File: src/rtl/npu_dma_arb.sv
// Two-requester round-robin arbiter in front of a single-outstanding DMA engine.
// Handles zero-length requests locally and flags downstream timeouts and spurious completions.
module npu_dma_arb #(
    parameter int unsigned ADDR_W         = 64,
    parameter int unsigned LEN_W          = 32,
    parameter int unsigned TIMEOUT_CYCLES = 1024
) (
    input  logic              clk,
    input  logic              rst,
    input  logic              req0_valid,
    input  logic [ADDR_W-1:0] req0_src,
    input  logic [ADDR_W-1:0] req0_dst,
    input  logic [LEN_W-1:0]  req0_bytes,
    output logic              req0_ready,
    output logic              req0_done,
    input  logic              req1_valid,
    input  logic [ADDR_W-1:0] req1_src,
    input  logic [ADDR_W-1:0] req1_dst,
    input  logic [LEN_W-1:0]  req1_bytes,
    output logic              req1_ready,
    output logic              req1_done,
    output logic              dma_req_valid,
    output logic [ADDR_W-1:0] dma_req_src,
    output logic [ADDR_W-1:0] dma_req_dst,
    output logic [LEN_W-1:0]  dma_req_bytes,
    input  logic              dma_req_ready,
    input  logic              dma_resp_done,
    output logic              busy,
    output logic              grant_id,
    input  logic              clr_err,
    output logic              err_timeout,
    output logic              err_spurious
);

    localparam int unsigned CNT_W = (TIMEOUT_CYCLES > 2) ? $clog2(TIMEOUT_CYCLES) : 1;
    localparam logic [CNT_W-1:0] CNT_MAX =
        (TIMEOUT_CYCLES == 0) ? '0 : CNT_W'(TIMEOUT_CYCLES - 1);
    localparam bit WDOG_EN = (TIMEOUT_CYCLES != 0);

    typedef enum logic [1:0] {StIdle, StIssue, StWait, StZdone} state_e;

    state_e            state_q, state_d;
    logic [ADDR_W-1:0] src_q, src_d, dst_q, dst_d;
    logic [LEN_W-1:0]  bytes_q, bytes_d;
    logic              grant_q, grant_d;
    logic              last_q, last_d;
    logic [1:0]        done_q, done_d;
    logic [CNT_W-1:0]  cnt_q, cnt_d;
    logic              err_t_q, err_t_d, err_s_q, err_s_d;

    logic              winner, accept, finish, timeout, spurious;
    logic [ADDR_W-1:0] win_src, win_dst;
    logic [LEN_W-1:0]  win_bytes;

    // On a tie the requester that did not win last time gets the grant.
    always_comb begin
        winner    = req1_valid & (~req0_valid | ~last_q);
        accept    = (state_q == StIdle) & (req0_valid | req1_valid);
        win_src   = winner ? req1_src   : req0_src;
        win_dst   = winner ? req1_dst   : req0_dst;
        win_bytes = winner ? req1_bytes : req0_bytes;
    end

    always_comb begin
        state_d  = state_q;
        src_d    = src_q;
        dst_d    = dst_q;
        bytes_d  = bytes_q;
        grant_d  = grant_q;
        last_d   = last_q;
        cnt_d    = cnt_q;
        done_d   = 2'b00;
        finish   = 1'b0;
        timeout  = 1'b0;
        spurious = dma_resp_done & ((state_q == StIdle) | (state_q == StZdone) |
                                    ((state_q == StIssue) & ~dma_req_ready));
        unique case (state_q)
            StIdle: begin
                if (accept) begin
                    src_d   = win_src;
                    dst_d   = win_dst;
                    bytes_d = win_bytes;
                    grant_d = winner;
                    last_d  = winner;
                    state_d = (win_bytes == '0) ? StZdone : StIssue;
                end
            end
            StIssue: begin
                if (dma_req_ready) begin
                    if (dma_resp_done) begin
                        finish = 1'b1;
                    end else begin
                        state_d = StWait;
                        cnt_d   = '0;
                    end
                end
            end
            StWait: begin
                if (dma_resp_done) begin
                    finish = 1'b1;
                end else if (WDOG_EN && (cnt_q == CNT_MAX)) begin
                    finish  = 1'b1;
                    timeout = 1'b1;
                end else begin
                    cnt_d = cnt_q + CNT_W'(1);
                end
            end
            StZdone: finish = 1'b1;
            default: state_d = StIdle;
        endcase
        if (finish) begin
            state_d = StIdle;
            done_d  = grant_q ? 2'b10 : 2'b01;
        end
        // A new error event in the same cycle as clr_err keeps the flag set.
        err_t_d = timeout | (err_t_q & ~clr_err);
        err_s_d = spurious | (err_s_q & ~clr_err);
    end

    always_ff @(posedge clk or posedge rst) begin
        if (rst) begin
            state_q <= StIdle;
            src_q   <= '0;
            dst_q   <= '0;
            bytes_q <= '0;
            grant_q <= 1'b0;
            last_q  <= 1'b1;
            done_q  <= 2'b00;
            cnt_q   <= '0;
            err_t_q <= 1'b0;
            err_s_q <= 1'b0;
        end else begin
            state_q <= state_d;
            src_q   <= src_d;
            dst_q   <= dst_d;
            bytes_q <= bytes_d;
            grant_q <= grant_d;
            last_q  <= last_d;
            done_q  <= done_d;
            cnt_q   <= cnt_d;
            err_t_q <= err_t_d;
            err_s_q <= err_s_d;
        end
    end

    assign req0_ready    = accept & ~winner;
    assign req1_ready    = accept & winner;
    assign req0_done     = done_q[0];
    assign req1_done     = done_q[1];
    assign dma_req_valid = (state_q == StIssue);
    assign dma_req_src   = src_q;
    assign dma_req_dst   = dst_q;
    assign dma_req_bytes = bytes_q;
    assign busy          = (state_q != StIdle);
    assign grant_id      = grant_q;
    assign err_timeout   = err_t_q;
    assign err_spurious  = err_s_q;

endmodule

File: config.mk
export PLATFORM = sky130hd
export DESIGN_NAME = npu_dma_arb
export DESIGN_NICKNAME = d
export VERILOG_FILES = /design/src/rtl/npu_dma_arb.sv
export SDC_FILE = /design/constraint.sdc
export NUM_CORES = 1
export LEC_CHECK = 0
export ABC_AREA = 1
export BUFFER_PORTS_ARGS = -buffer_cell sky130_fd_sc_hd__buf_4
export CAP_MARGIN = 20
export CORE_AREA = 2 2 192 194
export CTS_CLUSTER_SIZE = 25
export DETAILED_ROUTE_END_ITERATION = 8
export DIE_AREA = 0 0 194 196
export MAX_ROUTING_LAYER = met4
export SETUP_SLACK_MARGIN = 0.05
export SYNTH_ARGS = -nofsm -noshare
export SYNTH_HDL_FRONTEND = slang
export SYNTH_SLANG_ARGS = --single-unit
File: constraint.sdc
create_clock -name clk -period 10.4 [get_ports clk]
set_clock_uncertainty 0.2 [all_clocks]
set_input_delay 0.52 -clock clk [delete_from_list [all_inputs] [get_ports clk]]
set_output_delay 0.52 -clock clk [all_outputs]
set_load 0.05 [all_outputs]
## Word-level counts from Yosys, hierarchy flattened

Cells that the tools add are included.

- Add/sub/neg operators: 1
- Equality and inequality tests: 11
- Muxes and demuxes: 23
- Bitwise operators: 19
- Reductions and logical operators: 8

Operators with widths:

| cell | number |
|---|---|
| two-way mux 64 bit | 2 |
| two-way mux 10 bit | 4 |
| zero test 32 bit | 1 |
| two-way mux 32 bit | 1 |
| case mux 10 bit (2 select lines) | 1 |
| two-way mux 2 bit | 7 |
| adder 10 x 1 -> 10 bit (second input constant) | 1 |
| equality test 10 bit (second input constant) | 1 |
| bitwise AND 1 bit | 8 |
| two-way mux 1 bit | 6 |
| != test 2 bit (second input constant) | 3 |
| OR 1 bit | 6 |
| inverter 1 bit | 5 |
| AND reduction 5 bit | 1 |
| equality test 2 bit (second input constant) | 2 |
| case mux 2 bit (2 select lines) | 1 |
| AND reduction 4 bit | 1 |
| nonzero test 2 bit | 2 |
| != test 3 x 1 -> 1 bit (second input constant) | 1 |
| != test 3 x 2 -> 1 bit (second input constant) | 1 |
| != test 3 bit (second input constant) | 1 |
| case mux 1 bit (3 select lines) | 1 |
| nonzero test 3 bit | 1 |
| equality test 2 x 1 -> 1 bit (second input constant) | 1 |
| 3 further kinds | 3 |

- Register bits: 178
- Input bits: 327
- Output and inout bits: 169
- Logic and storage cells: 72

## Longest topological paths before layout

- Depth after elaboration: 9
- Depth in mapped cells: 12
- Gate-level depth less buffers: 10

## Worst setup path before layout

OpenSTA, ideal clock, no wires.

- Kind: register to output
- Start point: reg state_q[0]
- End point: out req1_ready
- Arrival time: 1.772 ns
- Data required time: 9.680 ns
- Path slack: 7.908 ns
- Cell stages (with the launch flop): 6
- Buffers on the path: 1
- Cell sequence: dfrtp_1 > inv_1 > ha_1 > inv_1 > nor2_1 > clkbuf_1

- Cells in the longest elaborated chain, start to end: 3

RTL lines:

| item | line | text |
|---|---|---|
| from (decl) | 42 | `state_e state_q, state_d;` |
| from (signal assigned) | 122 | `state_q <= StIdle;` |
| from (signal assigned) | 133 | `state_q <= state_d;` |
| zero test 2 bit | 58 | `accept = (state_q == StIdle) & (req0_valid \| req1_valid);` |
| bitwise AND 1 bit | 58 |  |
| bitwise AND 1 bit | 147 | `assign req1_ready = accept & winner;` |
| to (decl) | 20 | `output logic req1_ready,` |

Every way passes these cells.

## Worst setup path after layout

- Start point: reg state_q[1]
- End point: out req0_ready

- Cells in the longest elaborated chain, start to end: 3

RTL lines:

| item | line | text |
|---|---|---|
| zero test 2 bit | 58 |  |
| bitwise AND 1 bit | 58 |  |
| bitwise AND 1 bit | 146 | `assign req0_ready = accept & ~winner;` |
| to (decl) | 14 | `output logic req0_ready,` |

Every way passes these cells.

==> reports/metrics.cfg <==
[status]
outcome=complete, but fails checks
violations=hold timing

[die]
row_count=70
core-area_sq_um=36100
ios=496
initial_utilization=0.233
die_area_sq_um=38000
die_w_microns=194
chipHeight_microns=196

[critical_path]
slowest_delay_ps=760
crit_chain=inv_1, ha_1, o21ai_4, inv_1, nand2_1, inv_4, buf_4, buf_4
required_ps=9680
end_kind=primary output
cp-start-kind=flip-flop
arrival_ps=3270
crit_fanout=79
critPathKind=flip-flop to primary output
cp_slowest_cell=buf_4

[grt]
grt_remaining_overflow=0
grt_max_degree=110
grt_antenna_before_repair=0
grt.total_usage=0.166
grt_pass1_wl_mm=48.2
grt_pass1_vias=8633

[drt]
vias_per_cell=4.37
firstDrtPassIters=5
drc=0
dr.first_iter.drc_count=410
wl_per_cell_microns=15.5
antenna_left=0
wl_mm=31.5
via_count=8889

[final_layout]
num_antenna_cells=0
fin_cells=2033
area_growth_pct=55.3
layout-drive-gt1-share=0.344
multi_input_area_sq_um=3430
regArea_sq_um=4460
postLayoutCoreUtil=0.361
finalNetCount=1885
fillerInstances=3822

[clock_tree]
htreeDepth=4
clk_pin_slew_worst_paths_ps=70
postCtsSetupBuffers=0
max-clock-path-buffers=2
cts.repair.resized=0
root_buffer=clkbuf_16
holdBufCountCts=0
cts_made_buffers=17
clock-sinks=178
cts_tree=built
clock_latency_ps=440

[synth]
ys_warn_count=0
ys.flop_type=dfrtp_1
ys_top_cells_by_area=dfrtp_1 53%, nand2_1 24%, nand3_1 8.2%
synth_edf_count=0
ys_seq_area_frac=0.531
synth_top_area_frac=0.528
synth_cells=1092
avgSynthCellArea_sq_um=7.69
syn_area_sq_um=8390
synth_area_leader_cell=dfrtp_1
ys_async_sr_fraction=1.00
syn_nets=1425
ys_top_cells_by_count=539 x nand2_1, 177 x dfrtp_1, 137 x nand3_1
synth.distinct_cells=23
synth.most_common_cell=nand2_1
yosys_register_bits=178

[power]
clkPwrFrac=0.142
ir_drop_v=0.000175
p_per_area_nw_per_um2=346
switchingPower_mw=2.38
p_leak_nw=6.89
p_int_mw=2.12
seq_power_share=0.273
p_comb_frac=0.585
p_total_mw=4.51
p_sw_frac=0.528

[sta]
slew_viol_final=0
report.final.hold_viol_count=12
max-slew-margin-rel=0.385
setup_tns_ps=0
tightest_slew_ps=923
setup_viol=0
max_freq_mhz=251
period_needed_ps=3990
period_share=0.384
rsz0062_at_grt=false
fin_hold_ws_ps=-43.1

[flow_run]
maxCapViolCount=0

[placed_design]
dp.cells=2001
portBuffers=495
dp_hpwl_mm=23.4
gp_congestion=0.843

[worst_hold_path]
hold_path_class=input port to async pin

## layer usage
metal | GRT usage | up-vias | part of all wire
met5 | - | - | 0
met4 | 0.0544 | 0 | 0.019
met3 | 0.0435 | 32 | 0.067
met2 | 0.261 | 322 | 0.49
met1 | 0.208 | 4187 | 0.42
li1 | - | 4348 | -
## kinds of logic (layout without fill, tap and decap cells)
family / Yosys count / after routing / synth area share
AND/OR/NAND/NOR: 729 / 729 / 0.361
flip-flops: 178 / 178 / 0.531
buffers and inverters: 119 / 592 / 0.0619
AO/OA/AOI/OAI: 59 / 59 / 0.0364
adder cells (fa/ha/maj): 6 / 6 / 0.00894
XOR/XNOR: 1 / 1 / 0.00104
## area by class of cell
cell class                 count  share of cell area
tap                          468              0.0449
inverter                      57              0.0172
clock inverter                11             0.00777
multi-input combinational    795               0.263
timing repair buffer         503               0.290
clock buffer                  21              0.0353
sequential                   178               0.342
## layout by cell type (no fill, tap or decap)
master	n
inv_8	1
dfrtp_1	177
nor2_1	17
clkbuf_8	2
inv_6	4
nand3b_1	30
nand3_1	137
dfstp_2	1
a31o_2	1
clkbuf_1	2
nor2_4	1
inv_4	1
clkinv_4	1
a21oi_1	3
nand4_1	3
nand2_1	539
o21ai_0	50
o21ai_1	2
o21ai_4	1
clkinvlp_4	1
xor2_1	1
clkinv_2	4
inv_1	55
nor3_1	2
a31oi_1	1
o22ai_1	1
ha_1	6
clkbuf_16	17
buf_4	503
bufinv_16	1
## sequential cells by signal (all words and copies together), names as in the netlist
signal / flops
err_spurious: 1
dma_req_bytes: 32
dma_req_dst: 64
state_q: 2
last_q: 1
err_timeout: 1
cnt_q: 10
grant_id: 1
dma_req_src: 64
done_q: 2
## critical path: cells and delay by family, from the launching register on
family          cells  cell delay [ps]
buf+inv             5             1790
flops               1              410
simple gates        1              110
fa+ha+maj           1              230
compound gates      1              250
## path summary, 6_finish.rpt
check / slack, ps / end / start / cells past startpoint
min in group clk: 70 / dma_req_src[35] / req0_src[35] / 3
max in group asynchronous: 8430 / dma_req_bytes[21] / rst / 3
worst min register to register: 270 / last_q / last_q / 2
worst max register to register: 7400 / dma_req_src[51] / state_q[1] / 9
worst max-delay path: 6410 / req0_ready / state_q[1] / 8
worst min-delay path: -40 / dma_req_src[30] / rst / 2
## per-stage QoR
step                      setup WS (ps)  hold slack [ps]  area [sq um]
after floorplan                    4850              248          8390
final                              6410            -43.1         13000
after global routing               6100             32.5         13000
after CTS                          6310             39.3         13000
after detailed placement           6700              264         12500
after global placement             6710              263         12500
## power by group through the flow
stage	combinational [mW]	sequential (mW)	clock, mW
CTS	2.67	1.23	0.661
detailed placement	2.67	1.23	0
finish	2.64	1.23	0.640
global placement	2.64	1.23	0
global route	2.82	1.27	0.681
floorplan	0.709	2.30	0
No activity file was read; power rests on OpenSTA's default activity.
